[src/rtl/hmc_pkg.sv]
// ============================================================================
//  Package     : hmc_pkg
//  Description : Shared types and constants for the hmc-6502 interrupt path.
//  Revision    : 1.0 - initial release
// ============================================================================
`default_nettype none

package hmc_pkg;

    typedef enum logic [2:0] {
        ST_IDLE      = 3'd0,
        ST_DUMMY     = 3'd1,
        ST_PUSH_H    = 3'd2,
        ST_PUSH_L    = 3'd3,
        ST_PUSH_P    = 3'd4,
        ST_VEC_LO    = 3'd5,
        ST_VEC_HI    = 3'd6,
        ST_RESET_ENT = 3'd7
    } int_state_t;

    typedef enum logic [1:0] {
        SRC_RES = 2'd0,
        SRC_NMI = 2'd1,
        SRC_IRQ = 2'd2,
        SRC_BRK = 2'd3
    } int_src_t;

    localparam logic [1:0]  c_PUSH_PCH = 2'b00;
    localparam logic [1:0]  c_PUSH_PCL = 2'b01;
    localparam logic [1:0]  c_PUSH_P   = 2'b10;

    localparam logic [15:0] c_VEC_NMI  = 16'hFFFA;
    localparam logic [15:0] c_VEC_RES  = 16'hFFFC;
    localparam logic [15:0] c_VEC_IRQ  = 16'hFFFE;

endpackage

`default_nettype wire

[src/rtl/nmi_edge_det.sv]
// ============================================================================
//  Module      : nmi_edge_det
//  Description : NMI falling-edge detector with pending latch; set beats clear.
//  Revision    : 1.0 - initial release
// ============================================================================
`default_nettype none

module nmi_edge_det (
    input  logic ph2,
    input  logic reset,
    input  logic nmi_n,
    input  logic clr,
    output logic nmi_pend
);

    logic r_nmi_q;
    logic r_nmi_pend;

    always_ff @(posedge ph2 or negedge reset) begin
        if (!reset) begin
            r_nmi_q    <= 1'b1;
            r_nmi_pend <= 1'b0;
        end else begin
            r_nmi_q <= nmi_n;
            if (r_nmi_q && !nmi_n) begin
                r_nmi_pend <= 1'b1;
            end else if (clr) begin
                r_nmi_pend <= 1'b0;
            end
        end
    end

    assign nmi_pend = r_nmi_pend;

endmodule

`default_nettype wire

[src/rtl/int_sequencer.sv]
// ============================================================================
//  Module      : int_sequencer
//  Description : RESET/NMI/IRQ/BRK arbitration and 7-cycle vector entry sequence.
//  Revision    : 1.0 - initial release
// ============================================================================
`default_nettype none

module int_sequencer
    import hmc_pkg::*;
#(
    parameter logic [15:0] VEC_NMI = c_VEC_NMI,
    parameter logic [15:0] VEC_RES = c_VEC_RES,
    parameter logic [15:0] VEC_IRQ = c_VEC_IRQ
) (
    input  logic        ph2,
    input  logic        reset,
    input  logic        nmi_n,
    input  logic        irq_n,
    input  logic        i_flag,
    input  logic        last_cycle,
    input  logic        brk_op,
    output logic        force_brk,
    output logic        busy,
    output logic        hold_pc,
    output logic        push_en,
    output logic [1:0]  push_sel,
    output logic        sp_dec,
    output logic        b_flag,
    output logic        vec_rd,
    output logic [15:0] vec_addr,
    output logic        pc_ld_lo,
    output logic        pc_ld_hi,
    output logic        set_i
);

    int_state_t  r_state;
    int_src_t    r_src;
    logic        r_nmi_vec;

    logic        w_nmi_pend;
    logic        w_irq_req;
    logic        w_hw_src;
    logic        w_nmi_vec;
    logic        w_use_nmi;
    logic        w_nmi_clr;
    logic [15:0] w_base;

    nmi_edge_det u_nmi_edge_det (
        .ph2      (ph2),
        .reset    (reset),
        .nmi_n    (nmi_n),
        .clr      (w_nmi_clr),
        .nmi_pend (w_nmi_pend)
    );

    assign w_irq_req = ~irq_n & ~i_flag;
    assign w_hw_src  = (r_src != SRC_BRK);

    // A pending NMI seen in VEC_LO steals a BRK/IRQ entry; the choice is frozen for VEC_HI.
    assign w_nmi_vec = (r_src == SRC_NMI) |
                       (((r_src == SRC_BRK) | (r_src == SRC_IRQ)) & w_nmi_pend);
    assign w_use_nmi = (r_state == ST_VEC_LO) ? w_nmi_vec : r_nmi_vec;
    assign w_nmi_clr = (r_state == ST_VEC_LO) & w_nmi_vec;

    always_comb begin
        if (w_use_nmi) begin
            w_base = VEC_NMI;
        end else if (r_src == SRC_RES) begin
            w_base = VEC_RES;
        end else begin
            w_base = VEC_IRQ;
        end
    end

    always_ff @(posedge ph2 or negedge reset) begin
        if (!reset) begin
            r_state   <= ST_RESET_ENT;
            r_src     <= SRC_RES;
            r_nmi_vec <= 1'b0;
        end else begin
            case (r_state)
                ST_RESET_ENT: begin
                    r_state   <= ST_DUMMY;
                    r_src     <= SRC_RES;
                    r_nmi_vec <= 1'b0;
                end
                ST_IDLE: begin
                    if (last_cycle && w_nmi_pend) begin
                        r_state <= ST_DUMMY;
                        r_src   <= SRC_NMI;
                    end else if (brk_op) begin
                        r_state <= ST_DUMMY;
                        r_src   <= SRC_BRK;
                    end else if (last_cycle && w_irq_req) begin
                        r_state <= ST_DUMMY;
                        r_src   <= SRC_IRQ;
                    end
                    r_nmi_vec <= 1'b0;
                end
                ST_DUMMY:  r_state <= ST_PUSH_H;
                ST_PUSH_H: r_state <= ST_PUSH_L;
                ST_PUSH_L: r_state <= ST_PUSH_P;
                ST_PUSH_P: r_state <= ST_VEC_LO;
                ST_VEC_LO: begin
                    r_state   <= ST_VEC_HI;
                    r_nmi_vec <= w_nmi_vec;
                end
                ST_VEC_HI: r_state <= ST_IDLE;
                default:   r_state <= ST_IDLE;
            endcase
        end
    end

    always_comb begin
        force_brk = 1'b0;
        busy      = 1'b0;
        hold_pc   = 1'b0;
        push_en   = 1'b0;
        push_sel  = c_PUSH_PCH;
        sp_dec    = 1'b0;
        b_flag    = 1'b0;
        vec_rd    = 1'b0;
        vec_addr  = 16'h0000;
        pc_ld_lo  = 1'b0;
        pc_ld_hi  = 1'b0;
        set_i     = 1'b0;
        case (r_state)
            ST_DUMMY: begin
                busy      = 1'b1;
                force_brk = w_hw_src;
                hold_pc   = w_hw_src;
            end
            ST_PUSH_H, ST_PUSH_L, ST_PUSH_P: begin
                busy    = 1'b1;
                sp_dec  = 1'b1;
                // Reset still walks SP down three bytes but never writes memory.
                push_en = (r_src != SRC_RES);
                b_flag  = (r_src == SRC_BRK);
                if (r_state == ST_PUSH_H) begin
                    push_sel = c_PUSH_PCH;
                end else if (r_state == ST_PUSH_L) begin
                    push_sel = c_PUSH_PCL;
                end else begin
                    push_sel = c_PUSH_P;
                end
            end
            ST_VEC_LO: begin
                busy     = 1'b1;
                vec_rd   = 1'b1;
                vec_addr = w_base;
                pc_ld_lo = 1'b1;
                set_i    = 1'b1;
            end
            ST_VEC_HI: begin
                busy     = 1'b1;
                vec_rd   = 1'b1;
                vec_addr = w_base + 16'd1;
                pc_ld_hi = 1'b1;
            end
            default: ;
        endcase
    end

endmodule

`default_nettype wire

[config.mk]
export PLATFORM = sky130hd
export DESIGN_NAME = int_sequencer
export DESIGN_NICKNAME = d
export VERILOG_FILES = /design/src/rtl/hmc_pkg.sv /design/src/rtl/nmi_edge_det.sv /design/src/rtl/int_sequencer.sv
export SDC_FILE = /design/constraint.sdc
export NUM_CORES = 1
export LEC_CHECK = 0
export ABC_AREA = 1
export ABC_CLOCK_PERIOD_IN_PS = 2100
export CORE_MARGIN = 2
export CORE_UTILIZATION = 35
export CTS_CLUSTER_SIZE = 20
export DETAILED_ROUTE_END_ITERATION = 7
export PLACE_DENSITY = 0.78
export SLEW_MARGIN = 20
export SYNTH_ARGS = -nofsm -noshare
export SYNTH_HDL_FRONTEND = slang
export SYNTH_SLANG_ARGS = --single-unit
[constraint.sdc]
create_clock -name ph2 -period 2.1 [get_ports ph2]
set_input_delay 0.63 -clock ph2 [delete_from_list [all_inputs] [get_ports ph2]]
set_output_delay 0.63 -clock ph2 [all_outputs]
set_load 0.005 [all_outputs]
==> results of run 1 <==
-- sequential cells by signal, indices dropped and copies added, names as in the netlist --
name	flops
u_nmi_edge_det.nmi_pend	1
r_state	3
r_nmi_vec	1
u_nmi_edge_det.r_nmi_q	1
r_src	2
-- final cells by class --
type	count	share of cell area
inverters	11	0.0467
flip-flops and latches	8	0.196
multi-input cells	44	0.261
well taps	16	0.0191
repair buffers	55	0.452
clock buffers	4	0.0251
-- metrics by stage --
step	instances	worst slack (ns)	utilization
after global placement	122	0.0135	0.586
after detailed placement	122	-0.0490	0.586
after CTS	132	-0.214	0.649
final	138	-0.103	0.694
after global routing	138	-0.175	0.694
after floorplan	78	0.244	-
-- routing by layer --
| layer | wire (um) | part of all wire | up-vias |
|---|---|---|---|
| li1 | - | - | 316 |
| met1 | 625 | 0.39 | 298 |
| met2 | 814 | 0.51 | 31 |
| met3 | 126 | 0.079 | 4 |
| met4 | 27 | 0.017 | 0 |
| met5 | 0 | 0 | - |
-- worst min path at each step --
stage	end	slack [ns]	cells past startpoint
global placement	u_nmi_edge_det.nmi_pend	0.48	2
detailed placement	u_nmi_edge_det.nmi_pend	0.49	2
global route	u_nmi_edge_det.nmi_pend	0.52	2
CTS	u_nmi_edge_det.nmi_pend	0.50	2
floorplan	r_nmi_vec	0.33	0
finish	u_nmi_edge_det.nmi_pend	0.49	2
-- cells in the mapped netlist (all sizes together) --
cell type	n
a21oi	5
and3	1
buf	15
dfrtp	4
dfstp	4
inv	11
nand2	20
nand3	7
nor2	5
o211ai	1
o21ai	4
or2	1
-- worst reg2reg max path, cell delays in order (launching register included) --
cell and delay (ns):
dfstp_2 0.60, buf_4 0.14, inv_2 0.07, o21ai_2 0.14
buf_4 0.14, nand2_1 0.09, nand2_1 0.07, nand2_1 0.05
-- timing repair --
action                                  CTS  global route
gates cloned                              1             0
setup buffers                             5             6
hold buffers                              0             0
endpoints found under the setup margin   28            27
gates resized for setup                  43            48
pin swaps                                 4             3
-- report_power, final --
| part | leakage, nW | switching (W) | internal (W) |
|---|---|---|---|
| combinational | 0.511 | 0.000511 | 0.000617 |
| clock | 0.0150 | 0.0000612 | 0.0000733 |
| sequential | 0.0891 | 0.0000889 | 0.000246 |
-- cells by family after synthesis --
logic type | count (synthesis)
AOI/OAI and AO/OA | 10
and+or+nand+nor | 34
DFF | 8
buffers and inverters | 26
==> reports/metrics.yaml, run 1 <==
critical_path:
  crit_fanout: 5
  arrival_ns: 1.57
  critPathMaxStageDelay_ns: 0.60
  path_cells: "nand3_4, buf_4, inv_4, nand2_2, and3_1, clkdlybuf4s15_2"
  startpoint: "r_state[2]"
  slowest_stage: "dfstp_2"
  critPathBufInv: 3
  path_class: "reg -> out"
  worstPathRequired_ns: 1.47
  r2r-start: "r_state[2]"
  crit_family: "flip-flops"
  cp.depth: 6
  crit_path_start_kind: "flip-flop"
  worst_setup_path_endpoint: "vec_addr[2]"
  r2r_slack_ns: 0.70
  reg2reg_depth: 7
  cp-end-kind: "primary output"
  r2r_end: "r_src[1]"
place:
  port_buffers: 34
  postPlaceCellArea_um2: 882
  place_congestion: 0.889
  dp_hpwl_um: 1100
timing:
  fin_crit_ns: 2.20
  max_freq_mhz: 454
  setup_ws_ns: -0.103
  worst-slew-pin-transition_ns: 0.374
  drv_slew: 0
  finalCritPeriodShare: 1.05
  skew_ns: 0.00272
  hold_viol: 0
  rsz0062_at_grt: "yes"
  fin_tns_setup_ns: -0.674
  hold_slack_ns: 0.494
  setup-violations-final: 13
  relSlewSlack: 0.750
route:
  viasPerCell: 4.70
  routedWlPerCell_um: 11.6
  firstDrtPassIters: 4
  finalWirelength_um: 1590
  dr_total_vias: 649
  final_antenna_net_count: 0
  drc: 0
  drt_iter0_drc: 15
clock_tree:
  cts_tree: "yes"
  clkLatencyLatePin_ns: 0.26
  cts_made_buffers: 3
  path_clk_slew_ns: 0.06
  root_buffer: "clkbuf_4"
  clock_sinks: 8
  cts_buffer_depth: 2
  htreeDepth: 1
run_status:
  failed_checks: "setup timing"
  status: "finished with violations"
grt:
  met1_usage: 0.189
  grt_pass1_vias: 531
  antenna_found_initial: 0
  grt-ovfl-total: 0
  grt_util_met2: 0.262
  grt.total_usage: 0.158
  grt_pass1_wl_um: 2240
  use_met3: 0.0245
  grt_max_degree: 9
  grt_busiest_layer: "met2"
synthesis:
  ys_seq_elements: 8
  synth_area_leaders: "buf_4 20%, dfstp_2 19%, dfrtp_1 18%"
  synth_top_area_share: 0.199
  postSynthCellCount: 78
  yosysUniqueCellTypes: 15
  synth.area.mux_share: 0
  syn_nets: 85
  synth_compound_area_frac: 0.0993
  yosysSeqAreaShare: 0.362
  synth_top_family_by_area: "buffers and inverters"
  synth_area_per_cell_um2: 7.27
  yosys.area_share.simple: 0.267
  yosysTopAreaCell: "buf_4"
  yosysWarningCount: 0
  synthXorXnorAreaFrac: 0
  synthAdderAreaFrac: 0
  synth.cell_area_um2: 567
hold_path:
  min-delay-start: "u_nmi_edge_det.r_nmi_q"
  hp-class: "reg -> reg"
final_layout:
  final_common_cell: "buf_4"
  n_antenna_cell: 0
  final_area_um2: 1050
  final_cell_mix: "16 x buf_4, 15 x nand2_1, 11 x buf_6"
  syn_to_final_growth_pct: 84.5
  num-fill-cells: 131
  layout-drive-gt1-share: 0.508
  multi_input_area_um2: 273
  nNetsFinal: 130
  register_area_um2: 205
floorplanning:
  dieArea_um2: 1960
  dieWidth_um: 44.2
  initial_core_util: 0.376
  io_pins: 35
  core_area_um2: 1510
  rows: 14
  die_y_um: 44.2
power_and_ir_drop:
  leakage_nw: 0.615
  power_density_nw_per_um2: 1530
  ir_worst_vdd_uv: 729
  power.total_w: 0.00160
flow_run:
  cap_violations: 0
Note: power is estimated with default switching activity, not from simulation.
==> inputs of run 2 (changes only) <==
Settings changed: ABC_AREA 1 to not set, CORE_ASPECT_RATIO set to 1.25, CORE_UTILIZATION 35 to 36.
==> run 2 against run 1 <==
The run still ends with setup timing left. Synthesized area rose by 5.7%. Maximum frequency rose by 2.5%. Worst setup slack improved by 0.054 ns. Sequential share of layout area rose by 0.86 points. Sequential power fell by 7.2%. Sequential cell count did not move. Via count fell by 4.6%. Die area rose by 2.7%. Clock power fell by 5%. Largest power group unchanged.
==> reports/metrics.yaml, run 2 <==
synthesis:
  synth.cell_area_um2: 599
  yosysTopAreaCell: "buf_4"
  synthArstFlopShare: 1.00
  synth_most_common_cell: "buf_4"
  synth_edf_count: 0
  synth_area_leaders: "buf_4 19%, dfstp_2 18%, dfrtp_1 17%"
  synth_top_area_share: 0.188
  ys_seq_elements: 8
  yosysUniqueCellTypes: 28
  syn_nets: 77
  yosysSeqAreaShare: 0.342
  synth_area_per_cell_um2: 8.56
  postSynthCellCount: 70
  yosysWarningCount: 0
  synth_ff_type: "dfstp_2"
  synth.top_cells.by_count: "15 x buf_4, 8 x inv_1, 5 x nand2_1"
timing:
  setup_ws_ns: -0.0490
  fin_tns_setup_ns: -0.0490
  setup-violations-final: 1
  worst-slew-pin-transition_ns: 0.366
  rsz0062_at_grt: "yes"
  finalCritPeriodShare: 1.02
  hold_viol: 0
  skew_ns: 0.00327
  fin_crit_ns: 2.15
  relSlewSlack: 0.755
  max_freq_mhz: 465
  drv_slew: 0
place:
  dp_hpwl_um: 1080
  port_buffers: 34
  place_congestion: 0.752
power_and_ir_drop:
  p_int_w: 0.000913
  power_density_nw_per_um2: 1470
  power.total_w: 0.00148
  switching_power_w: 0.000562
  ir_worst_vdd_uv: 642
  p_comb_frac: 0.704
  leakage_nw: 0.537
  pwr-share-seq: 0.211
  sw_frac_of_total: 0.381
  p_clk_frac: 0.086
route:
  highest_layer: "met4"
  drt_iter0_drc: 3
  routedWlPerCell_um: 11.9
  drc: 0
  final_antenna_net_count: 0
  dr_wl_met3_um: 127
  firstDrtPassIters: 4
  met1_length_um: 600
  viasPerCell: 4.80
  wl_met2_um: 791
  dr_total_vias: 619
  finalWirelength_um: 1530
critical_path:
  crit_fanout: 5
  arrival_ns: 1.52
  cp-end-kind: "primary output"
  crit_path_start_kind: "flip-flop"
  r2r-start: "r_state[2]"
  worstPathRequired_ns: 1.47
  r2r_slack_ns: 0.57
  r2r_end: "u_nmi_edge_det.nmi_pend"
  path_class: "reg -> out"
  reg2reg_depth: 7
clock_tree:
  cts_tree: "yes"
  root_buffer: "clkbuf_4"
  htreeDepth: 1
  cts_buffer_depth: 2
  clock_sinks: 8
  path_clk_slew_ns: 0.06
  hold_buffers: 0
  clkLatencyLatePin_ns: 0.25
  cts_made_buffers: 3
floorplanning:
  io_pins: 35
  dieArea_um2: 2010
  dieWidth_um: 40.5
  die_y_um: 49.6
  core_area_um2: 1560
  initial_core_util: 0.384
  rows: 16
grt:
  grt_pass1_vias: 594
  grt_pass1_wl_um: 2510
  grt.total_usage: 0.178
  grt_max_degree: 9
  grt-ovfl-total: 0
  antenna_found_initial: 0
hold_path:
  hold_depth: 2
  min-delay-start: "u_nmi_edge_det.r_nmi_q"
  min_to: "u_nmi_edge_det.nmi_pend"
  hp-class: "reg -> reg"
run_status:
  failed_checks: "setup timing"
  status: "finished with violations"
final_layout:
  top_register: "r_state"
  nNetsFinal: 119
  utilization: 0.642
  final_cell_mix: "13 x clkbuf_2, 13 x buf_4, 10 x buf_6"
  largest_reg_flops: 3
  reg_top3: "r_state x3, r_src x2"
  num-fill-cells: 132
  syn_to_final_growth_pct: 67.2
  layout-drive-gt1-share: 0.568
  n_antenna_cell: 0
flow_run:
  cap_violations: 0
-- run 2: worst max-delay path: stages (launching register included) --
cell and delay [ns]:
dfstp_2 0.56, nand3b_1 0.13, buf_6 0.15, buf_6 0.11, buf_6 0.11, o22ai_2 0.08
buf_2 0.14
-- run 2: layout make-up --
class	instances	area (um^2)	share of cell area
well taps	18	22.5	0.0225
flip-flops and latches	8	205	0.205
inverters	8	30.0	0.0300
repair buffers	54	429	0.428
clock buffers	4	26.3	0.0262
multi-input cells	37	289	0.288
-- run 2: worst max-delay path by stage --
stage / from / to / slack (ns) / cells past startpoint
6_report: r_state[2] / vec_addr[2] / -0.05 / 6
5_1_grt: r_state[0] / vec_addr[2] / -0.12 / 6
4_1_cts: r_state[0] / vec_addr[4] / -0.08 / 5
3_5_place_dp: r_state[2] / vec_addr[1] / -0.09 / 4
3_3_place_gp: r_state[2] / b_flag / -0.04 / 4
2_1_floorplan: r_state[0] / vec_addr[1] / 0.09 / 4
-- run 2: kinds of logic after synthesis --
kind of cell	count (synthesis)	share of synthesized area
and+or+nand+nor	24	0.223
AOI/OAI and AO/OA	11	0.132
muxes	2	0.0376
DFF	8	0.342
buffers and inverters	25	0.265
-- run 2: timing repair --
item                       4_1_cts  5_1_grt
pin swaps                        6        6
buffers inserted                 8        1
resized for setup               85       21
gates cloned                     1        0
setup endpoints to repair       28       23
-- run 2: power by group through the flow --
stage / logic, W / registers [W] / clock network, W
finish: 0.00104 / 0.000311 / 0.000127
detailed placement: 0.00100 / 0.000308 / 0
global placement: 0.000986 / 0.000305 / 0
global route: 0.00115 / 0.000324 / 0.000146
CTS: 0.00109 / 0.000308 / 0.000135
floorplan: 0.000558 / 0.000282 / 0
-- run 2: per-layer routing --
metal  global-route usage  up-vias
li1                     -      304
met1                0.200      285
met2                0.307       28
met3               0.0225        2
met4               0.0833        0
met5                    0        -
-- run 2: metrics by stage --
stage | setup WS [ns] | hold WS (ns) | instance area [um^2] | std cells
2_1_floorplan | 0.0945 | 0.334 | 599 | 70
4_1_cts | -0.0825 | 0.502 | 1070 | 131
3_3_place_gp | -0.0368 | 0.491 | 931 | 118
5_1_grt | -0.122 | 0.529 | 1000 | 129
6_report | -0.0490 | 0.499 | 1000 | 129
3_5_place_dp | -0.0865 | 0.494 | 931 | 118
